**src/rtl/sobel_pkg.sv**
```systemverilog
// ---------------------------------------------------------------------------
// sobel_pkg
// Shared definitions for the Sobel pipeline: pixel width, default frame
// geometry and the frame-sequencing state encoding that the window generator,
// the gradient stage and the output stage all use.
// ---------------------------------------------------------------------------
package sobel_pkg;

    localparam int PIX_W     = 8;
    localparam int H_DEFAULT = 200;
    localparam int W_DEFAULT = 160;

    typedef enum logic {
        IDLE = 1'b0,
        RUN  = 1'b1
    } stateT;

endpackage

```
**src/rtl/sobel_window_if.sv**
```systemverilog
// ---------------------------------------------------------------------------
// sobel_window_if
// Bundles the frame-control handshake, the gray pixel input stream and the
// 3x3 window output of sobel_window.
//   start/ready/frame_done : frame sequencing
//   in_valid/in_gray       : gray pixel stream from the grayscale stage
//   out_valid/w00..w22     : window to the gradient stage (wRC, R row, C col)
// master = the side that feeds pixels and consumes windows
// slave  = the window generator itself
// ---------------------------------------------------------------------------
interface sobel_window_if;
    import sobel_pkg::*;

    logic             start;
    logic             ready;
    logic             in_valid;
    logic [PIX_W-1:0] in_gray;
    logic             out_valid;
    logic             frame_done;
    logic [PIX_W-1:0] w00, w01, w02;
    logic [PIX_W-1:0] w10, w11, w12;
    logic [PIX_W-1:0] w20, w21, w22;

    modport master (
        output start, in_valid, in_gray,
        input  ready, out_valid, frame_done,
        input  w00, w01, w02, w10, w11, w12, w20, w21, w22
    );

    modport slave (
        input  start, in_valid, in_gray,
        output ready, out_valid, frame_done,
        output w00, w01, w02, w10, w11, w12, w20, w21, w22
    );

endinterface

```
**src/rtl/sobel_line_buffer.sv**
```systemverilog
// ---------------------------------------------------------------------------
// sobel_line_buffer
// One row of pixel storage, single address, read-before-write: o_rdData shows
// the old contents of i_addr while the write of i_wrData lands at the clock.
//   clk      : system clock
//   i_wrEn   : write strobe
//   i_addr   : column address (shared by read and write)
//   i_wrData : pixel to store
//   o_rdData : pixel previously stored at i_addr
// Contents are never reset; the consumer only uses locations it has written.
// ---------------------------------------------------------------------------
module sobel_line_buffer
    import sobel_pkg::*;
#(
    parameter int DEPTH = W_DEFAULT,
    parameter int WIDTH = PIX_W
) (
    input  logic                     clk,
    input  logic                     i_wrEn,
    input  logic [$clog2(DEPTH)-1:0] i_addr,
    input  logic [WIDTH-1:0]         i_wrData,
    output logic [WIDTH-1:0]         o_rdData
);

    logic [WIDTH-1:0] r_mem [DEPTH];

    // Asynchronous read so the old value is available in the same cycle as
    // the overwrite.
    assign o_rdData = r_mem[i_addr];

    // Storage write, no reset: stale data is masked by output gating upstream.
    always_ff @(posedge clk) begin
        if (i_wrEn) begin
            r_mem[i_addr] <= i_wrData;
        end
    end

endmodule

```
**src/rtl/sobel_window.sv**
```systemverilog
// ---------------------------------------------------------------------------
// sobel_window
// Streaming 3x3 neighbourhood generator. Buffers the two previous rows and
// emits every fully interior 3x3 window of an H x W raster frame, one cycle
// after the pixel that completes it.
//   clk : system clock (rising edge)
//   rst : asynchronous active-high reset
//   io  : sobel_window_if.slave (start/ready/frame_done, pixel in, window out)
// ---------------------------------------------------------------------------
module sobel_window
    import sobel_pkg::*;
#(
    parameter int H = H_DEFAULT,
    parameter int W = W_DEFAULT
) (
    input  logic           clk,
    input  logic           rst,
    sobel_window_if.slave  io
);

    localparam int CW = $clog2(W);
    localparam int RW = $clog2(H);
    localparam logic [CW-1:0] COL_LAST = CW'(W - 1);
    localparam logic [RW-1:0] ROW_LAST = RW'(H - 1);

    stateT                          r_state, w_nextState;
    logic [CW-1:0]                  r_col;
    logic [RW-1:0]                  r_row;
    logic                           w_ready;
    logic                           w_start;
    logic                           w_accept;
    logic                           w_lastPix;
    logic                           w_emit;
    logic [PIX_W-1:0]               w_lineA;
    logic [PIX_W-1:0]               w_lineB;
    logic [2:0][2:0][PIX_W-1:0]     r_win;
    logic [2:0][2:0][PIX_W-1:0]     w_shift;
    logic [2:0][2:0][PIX_W-1:0]     r_out;
    logic                           r_outValid;
    logic                           r_frameDone;

    assign w_start   = (r_state == IDLE) && io.start;
    assign w_accept  = (r_state == RUN) && io.in_valid;
    assign w_lastPix = w_accept && (r_col == COL_LAST) && (r_row == ROW_LAST);
    // Windows at col < 2 straddle the previous row end; rows < 2 are partial.
    assign w_emit    = w_accept && (r_row >= RW'(2)) && (r_col >= CW'(2));

    // State register for frame sequencing.
    always_ff @(posedge clk or posedge rst) begin
        if (rst) begin
            r_state <= IDLE;
        end else begin
            r_state <= w_nextState;
        end
    end

    // Next-state logic: a start pulse opens a frame, the last pixel closes it,
    // so ready is back in the same cycle as frame_done.
    always_comb begin
        w_nextState = r_state;
        w_ready     = 1'b0;
        case (r_state)
            IDLE: begin
                w_ready = 1'b1;
                if (io.start) begin
                    w_nextState = RUN;
                end
            end
            RUN: begin
                if (w_lastPix) begin
                    w_nextState = IDLE;
                end
            end
            default: w_nextState = IDLE;
        endcase
    end

    // Raster position of the next pixel; cleared by start, advanced per accept.
    always_ff @(posedge clk or posedge rst) begin
        if (rst) begin
            r_col <= '0;
            r_row <= '0;
        end else if (w_start) begin
            r_col <= '0;
            r_row <= '0;
        end else if (w_accept) begin
            if (r_col == COL_LAST) begin
                r_col <= '0;
                r_row <= (r_row == ROW_LAST) ? '0 : r_row + 1'b1;
            end else begin
                r_col <= r_col + 1'b1;
            end
        end
    end

    // lineA holds row-1, lineB holds row-2; each accept pushes the column down.
    sobel_line_buffer #(.DEPTH(W), .WIDTH(PIX_W)) u_lineA (
        .clk      (clk),
        .i_wrEn   (w_accept),
        .i_addr   (r_col),
        .i_wrData (io.in_gray),
        .o_rdData (w_lineA)
    );

    sobel_line_buffer #(.DEPTH(W), .WIDTH(PIX_W)) u_lineB (
        .clk      (clk),
        .i_wrEn   (w_accept),
        .i_addr   (r_col),
        .i_wrData (w_lineA),
        .o_rdData (w_lineB)
    );

    // Window shifted left by one column with the new column on the right.
    always_comb begin
        w_shift       = r_win;
        w_shift[0][0] = r_win[0][1];
        w_shift[0][1] = r_win[0][2];
        w_shift[0][2] = w_lineB;
        w_shift[1][0] = r_win[1][1];
        w_shift[1][1] = r_win[1][2];
        w_shift[1][2] = w_lineA;
        w_shift[2][0] = r_win[2][1];
        w_shift[2][1] = r_win[2][2];
        w_shift[2][2] = io.in_gray;
    end

    // The working window shifts on every accepted pixel, while the output copy
    // only loads on interior windows so the ports hold during suppressed ones.
    always_ff @(posedge clk or posedge rst) begin
        if (rst) begin
            r_win       <= '0;
            r_out       <= '0;
            r_outValid  <= 1'b0;
            r_frameDone <= 1'b0;
        end else begin
            r_outValid  <= w_emit;
            r_frameDone <= w_lastPix;
            if (w_accept) begin
                r_win <= w_shift;
            end
            if (w_emit) begin
                r_out <= w_shift;
            end
        end
    end

    assign io.ready      = w_ready;
    assign io.out_valid  = r_outValid;
    assign io.frame_done = r_frameDone;
    assign io.w00 = r_out[0][0];
    assign io.w01 = r_out[0][1];
    assign io.w02 = r_out[0][2];
    assign io.w10 = r_out[1][0];
    assign io.w11 = r_out[1][1];
    assign io.w12 = r_out[1][2];
    assign io.w20 = r_out[2][0];
    assign io.w21 = r_out[2][1];
    assign io.w22 = r_out[2][2];

endmodule

```
**src/flat_wrapper.sv**
```systemverilog
// flat-port wrapper written by rule: the top's interface ports become plain ports
module sobel_window_flat import sobel_pkg::*;
#(
    parameter int H = H_DEFAULT,
    parameter int W = W_DEFAULT
)
  (clk, rst, io_start, io_in_valid, io_in_gray, io_ready, io_out_valid, io_frame_done, io_w00, io_w01, io_w02, io_w10, io_w11, io_w12, io_w20, io_w21, io_w22);
  sobel_window_if io_i ();
  input  logic clk;
  input  logic rst;
  input wire logic [$bits(io_i.start)-1:0] io_start;
  input wire logic [$bits(io_i.in_valid)-1:0] io_in_valid;
  input wire logic [$bits(io_i.in_gray)-1:0] io_in_gray;
  output wire logic [$bits(io_i.ready)-1:0] io_ready;
  output wire logic [$bits(io_i.out_valid)-1:0] io_out_valid;
  output wire logic [$bits(io_i.frame_done)-1:0] io_frame_done;
  output wire logic [$bits(io_i.w00)-1:0] io_w00;
  output wire logic [$bits(io_i.w01)-1:0] io_w01;
  output wire logic [$bits(io_i.w02)-1:0] io_w02;
  output wire logic [$bits(io_i.w10)-1:0] io_w10;
  output wire logic [$bits(io_i.w11)-1:0] io_w11;
  output wire logic [$bits(io_i.w12)-1:0] io_w12;
  output wire logic [$bits(io_i.w20)-1:0] io_w20;
  output wire logic [$bits(io_i.w21)-1:0] io_w21;
  output wire logic [$bits(io_i.w22)-1:0] io_w22;
  assign io_i.start = io_start;
  assign io_i.in_valid = io_in_valid;
  assign io_i.in_gray = io_in_gray;
  assign io_ready = io_i.ready;
  assign io_out_valid = io_i.out_valid;
  assign io_frame_done = io_i.frame_done;
  assign io_w00 = io_i.w00;
  assign io_w01 = io_i.w01;
  assign io_w02 = io_i.w02;
  assign io_w10 = io_i.w10;
  assign io_w11 = io_i.w11;
  assign io_w12 = io_i.w12;
  assign io_w20 = io_i.w20;
  assign io_w21 = io_i.w21;
  assign io_w22 = io_i.w22;
  sobel_window #(.H(H), .W(W)) u_core (.clk(clk), .rst(rst), .io(io_i));
endmodule
```
**config.mk**
```make
export PLATFORM = sky130hd
export DESIGN_NAME = sobel_window_flat
export DESIGN_NICKNAME = d
export VERILOG_FILES = /design/src/rtl/sobel_pkg.sv /design/src/rtl/sobel_window_if.sv /design/src/rtl/sobel_line_buffer.sv /design/src/rtl/sobel_window.sv /design/src/flat_wrapper.sv
export SDC_FILE = /design/constraint.sdc
export NUM_CORES = 2
export LEC_CHECK = 0
export BUFFER_PORTS_ARGS = -buffer_cell sky130_fd_sc_hd__buf_2
export CAP_MARGIN = 0
export CORE_ASPECT_RATIO = 2
export CORE_MARGIN = 5
export CORE_UTILIZATION = 50
export CTS_CLUSTER_SIZE = 30
export DETAILED_ROUTE_END_ITERATION = 8
export GPL_TIMING_DRIVEN = 0
export PLACE_DENSITY_LB_ADDON = 0.12
export SYNTH_ARGS = -nofsm -noshare
export SYNTH_HDL_FRONTEND = slang
export SYNTH_SLANG_ARGS = --single-unit
```
**constraint.sdc**
```tcl
create_clock -name clk -period 5.97 [get_ports clk]
set_input_delay 0.2985 -clock clk [delete_from_list [all_inputs] [get_ports clk]]
set_output_delay 0.2985 -clock clk [all_outputs]
set_load 0.02 [all_outputs]
```
Word level (Yosys, flattened, before mapping):

Memories as Yosys holds them, arrays and structs flattened.
Index checks and enable logic that the tools add are counted.

* register bits: 139
* bits in latches: 0
* RAM bits: 2560
* ROM bits: 0
* output and inout bits: 75
* logic and storage cells: 51
* memories kept: 2

* $add $sub $neg: 2
* $mul: 0
* divide/modulo/power cells: 0
* magnitude comparators: 2
* equality and inequality tests: 2
* shifts and indexed selects: 0
* multiplexer cells: 13
* bitwise operators: 1
* reduce and logical (&&, ||, !) cells: 9

Memories
* u_core.u_lineA.r_mem: words 160, width 8, rd ports 1, clocked after Yosys merged registers in 0, write ports 1, line sobel_line_buffer.sv:25 `logic [WIDTH-1:0] r_mem [DEPTH];`
* u_core.u_lineB.r_mem: words 160, width 8, rd ports 1, clocked after Yosys merged registers in 0, write ports 1, line sobel_line_buffer.sv:25

Operator list (count)
* 8-bit two-way mux: 7
* 8-bit by 1-bit adder with 8-bit output, second input constant: 2
* 8-bit == test, second input constant: 2
* 8-bit by 2-bit >= comparator with 1-bit output, second input constant: 2
* 1-bit logical AND: 6
* 1-bit two-way mux: 5
* 2-bit nonzero test: 2
* 1-bit case mux with 2 select lines: 1
* 2-bit AND reduction: 1
* 1-bit inverter: 1

Longest topological paths before layout:

* depth in word-level cells: 5
* depth in mapped cells: 15
* mapped depth without buffers: 7

Hierarchy:

Synthesis repeated with hierarchy kept, for this count alone.

* cells, all modules: 5193
* area total of the unflattened synthesis: 104763.0 µm²

By module, submodules not included
* sobel_line_buffer: times used 2, cells each 2363, area an instance 49652.6 µm², sequential area each 38436.9 µm²
* sobel_window: times used 1, cells each 467, area an instance 5457.7 µm², sequential area each 3478.3 µm²

Worst setup path after synthesis:

No wires, ideal clock.

* path type: register -> register
* start: register u_core.r_col[0]
* end: register u_core.r_out, in the netlist u_core.io.w12[0]
* arrival time: 5267 ps
* slack: 554 ps
* cell stages (with the launch flop): 11
* buffers on the path: 4
* clock period less this slack: 5416 ps
* cell sequence: dfrtp_1 > buf_6 > buf_6 > buf_6 > buf_2 > mux4_2 > a221oi_1 > nand2_1 > a32oi_1 > nand3_1 > mux2_2

* elaborated cells on any way between the ends: 3

RTL lines
* start, declared: line sobel_window.sv:27 `logic [CW-1:0] r_col;`
* start signal, assigned: line sobel_window.sv:91 `r_col <= r_col + 1'b1;`
* memory 160 x 8 bit
* net u_core.u_lineA.o_rdData[0]: line sobel_line_buffer.sv:22 `output logic [WIDTH-1:0] o_rdData`
* end signal, assigned: line sobel_window.sv:142 `r_out <= w_shift;`
* end, declared: line sobel_window.sv:38 `logic [2:0][2:0][PIX_W-1:0] r_out;`

The timed path passes the listed nets, and every way through them passes these cells.
A chain may end at the register's enable or synchronous reset.

Final worst setup path:

* start: register u_core.r_col[0]
* end: memory u_core.u_lineA.r_mem[134][7] (netlist name), enable pin

RTL lines (line)
* end, declared: sobel_line_buffer.sv:25

No word-level cell before the write port.

==> results.yml <==
synthesis:
  synthesis.nets: 5090
  async_reset_ff_share_pct: 5.15
  ys_top_cells_by_count: "2560 x edfxtp_1, 521 x mux4_2, 295 x mux2i_1, 241 x nor2_1, 203 x nand2_1"
  synth_area_um2: 104000
  synth_edf_count: 2560
  postSynthAreaPerCell_um2: 20.6
  synth.largest_area_cell: "edfxtp_1"
  synth_top_area_share_pct: 73.7
  yosysMostFrequentCell: "edfxtp_1"
  postSynthCellCount: 5072
  synth.distinct_cells: 73
  synth_top_cells_by_area: "edfxtp_1 74%, mux4_2 11%, dfrtp_1 3.3%"
  synth_seq_area_share_pct: 77.1
  synth_warnings: 0
  synth-main-ff-cell: "edfxtp_1"
  yosys_register_bits: 2699
power_and_ir_drop:
  power.leakage_nw: 39.4
  peakVddDrop_mv: 0.518
  powerDensity_nw_per_um2: 480
  total_power_mw: 58.1
clock_network:
  cts_buffers: 233
  clock_path_buffers: 4
  cts_tree: "built"
  clk_latency_ns: 1.00
  clk_pin_slew_ns: 0.07
  clock_sinks: 2699
  htreeDepth: 4
  cts_root_buffer: "clkbuf_16"
cells_and_area:
  nFillCells: 15214
  multiInputGateArea_um2: 23200
  syn_to_final_growth_pct: 16.2
  fin_nets: 5619
  drive_gt1_share_pct: 29.5
  register_area_um2: 80400
setup_path:
  worst-path-max-fanout: 11
  path_cells: "buf_6 > buf_6 > buf_6 > buf_6 > inv_4 > buf_4 > buf_4 > ha_1 > clkbuf_1 > nand3_2 > nor2_2 > buf_8"
  cp.arrival_ns: 7.14
  max_stage_delay_ns: 0.97
  r2r_slack_ns: -0.52
  r2r-end: "u_core.u_lineA.r_mem[134][7]"
  start_kind: "flop"
  endpoint_kind: "flop"
  r2r_cells: 12
  crit_start: "u_core.r_col[0]"
  critPathSlowestCell: "nand3_2"
  critPathBufInv: 9
  critical_path_class: "reg -> reg"
  r2r-start: "u_core.r_col[0]"
  cpMostUsedCell: "buf_6"
  crit_family: "buffers and inverters"
  cp.required_ns: 6.62
sta:
  rsz0062_at_grt: "yes"
  final_hold_viol_count: 0
  fin_skew_ns: 0.0490
  report.final.slew_viol_count: 10
  finalCritPeriodShare_pct: 109
  fmax_mhz: 154
  finalSetupTns_ns: -341.47
  tightestPinTransition_ns: 1.72
  min_period_ns: 6.49
  setup_slack_ns: -0.522
  setup_violations: 1818
  relSlewSlack_pct: -14.9
drt:
  drt_iter0_markers: 12086
  drt-vias-per-instance: 7.41
  drtPass1Iterations: 7
  wl_per_cell_um: 61.7
  route.vias.total: 63582
  ant_nets: 0
  wl_um: 530000
  drc_errors: 0
job:
  drv_cap: 5
worst_hold_path:
  worst_hold_path_type: "in -> reg"
  min_from: "io_in_valid"
  hold_path_depth: 5
  hold_path_end: "u_core.r_col[6]"
floorplan:
  rows: 237
  die_w_um: 333
  initial_core_util_pct: 50.1
  die_h_um: 656
  ios: 87
  fp.coreArea_um2: 208000
  dieArea_um2: 218000
run_status:
  status: "finished with violations"
  failed_checks: "max-capacitance violations, max-slew violations, negative setup slack"
global_routing:
  track_usage_pct: 48.1
  first_global_vias: 59060
  antenna_found_initial: 82
  grt_max_degree: 114
  overflow: 0
  grt_pass1_wl_um: 656000
place:
  place_congestion: 1.10
  dp_hpwl_um: 364000
  port_buffers: 86
## where the power goes
part	switching [mW]	internal [mW]	leakage (nW)
Combinational	15.1	4.07	10.8
Clock	7.23	8.42	3.67
Sequential	0.121	23.2	24.9
Total	22.5	35.7	39.4
## worst max path at each step
stage,endpoint,slack (ns),depth (start not counted)
2_1_floorplan,u_core.io.w12[0],0.55,10
3_3_place_gp,u_core.io.w12[0],-7.87,10
4_1_cts,u_core.io.w02[6],0.007,10
5_1_grt,u_core.u_lineB.r_mem[134][7],-0.09,12
3_5_place_dp,u_core.u_lineB.r_mem[106][4],-1.44,12
6_report,u_core.u_lineA.r_mem[134][7],-0.52,12
## registers in the layout, indices dropped and copies added, names as in the netlist
name and cells:
u_core.io.w11 8, u_core.io.w10 8, u_core.io.w00 8, u_core.r_row 8, u_core.r_state 1, u_core.u_lineB.r_mem 1280, u_core.io.w02 8, u_core.u_lineA.r_mem 1280
u_core.io.frame_done 1, u_core.io.w21 8, u_core.io.w12 8, u_core.io.w01 8, u_core.r_col 8, u_core.io.w20 8, u_core.r_win 48, u_core.io.out_valid 1
u_core.io.w22 8
## through the flow
stage	hold WS (ns)	instance area, µm²	instances	setup slack [ns]	util, %
finish	0.0530	121000	8584	-0.522	58.3
global route	0.0787	121000	8549	-0.0929	58.2
CTS	0.0499	121000	8527	0.00663	58.1
detailed placement	0.338	113000	8086	-1.44	54.2
global placement	0.453	108000	7906	-7.87	52.0
floorplan	0.397	104000	5072	0.554	-
## cell usage in the layout, fill, tap and decap left out, types with 26 or more instances in the layout
| cell | count |
|---|---|
| o21ai_0 | 40 |
| clkinv_1 | 41 |
| buf_4 | 99 |
| mux4_2 | 521 |
| clkinv_2 | 39 |
| buf_16 | 68 |
| buf_6 | 63 |
| o22ai_1 | 34 |
| nor3_1 | 31 |
| a21oi_1 | 73 |
| nor2_2 | 113 |
| mux2i_1 | 291 |
| mux2_2 | 75 |
| bufinv_16 | 26 |
| nor2_4 | 51 |
| buf_12 | 27 |
| nor2_1 | 77 |
| dfrtp_1 | 139 |
| clkbuf_16 | 236 |
| buf_8 | 85 |
| nand3_1 | 60 |
| nand2_1 | 199 |
| edfxtp_1 | 2560 |
| diode_2 | 52 |
| clkbuf_2 | 40 |
| clkbuf_1 | 91 |
| a211oi_1 | 32 |
| a31oi_1 | 26 |
| buf_2 | 134 |
| a22oi_1 | 128 |
## worst register-to-register path: stages, from the launching register on
cell and delay (ns):
dfrtp_1 0.43, buf_6 0.18, buf_6 0.21, buf_6 0.25, buf_6 0.47, inv_4 0.57
buf_4 0.61, buf_4 0.67, ha_1 0.28, clkbuf_1 0.31, nand3_2 0.97, nor2_2 0.95
buf_8 0.27
## cells by family after synthesis
group	count (synthesis)	share of synthesized area (%)
DFF	2699	77.1
muxes	891	14.9
and+or+nand+nor	668	2.89
AOI/OAI and AO/OA	490	3.35
buffers and inverters	313	1.67
adders and majority gates	6	0.0720
xor gates and xnor gates	5	0.0420
## per-layer routing
layer,wire length (µm),track usage (%),share of wire (%)
met5,161,0,0.030
met4,77900,51.6,15
met3,64200,15.8,12
met2,234000,71.3,44
met1,154000,51.8,29
## layout make-up
type                    instances  share of cell area (%)
diodes                         52                   0.107
plain buffers                 297                    1.64
clock buffers                 283                    5.05
clock inverters               135                    1.16
inverters                      12                  0.0547
multi-input cells            2060                    19.1
flip-flops and latches       2699                    66.3
well taps                    2748                    2.84
repair buffers                298                    3.68
## what timing repair did
item / CTS / global route
pin swaps: 7 / 3
endpoints found under the hold margin: 625 / 0
hold buffers: 11 / 0
endpoints found under the setup margin: 2694 / 756
resized for setup: 101 / 32
setup buffers: 16 / 3
No activity file was read; power rests on OpenSTA's default activity.
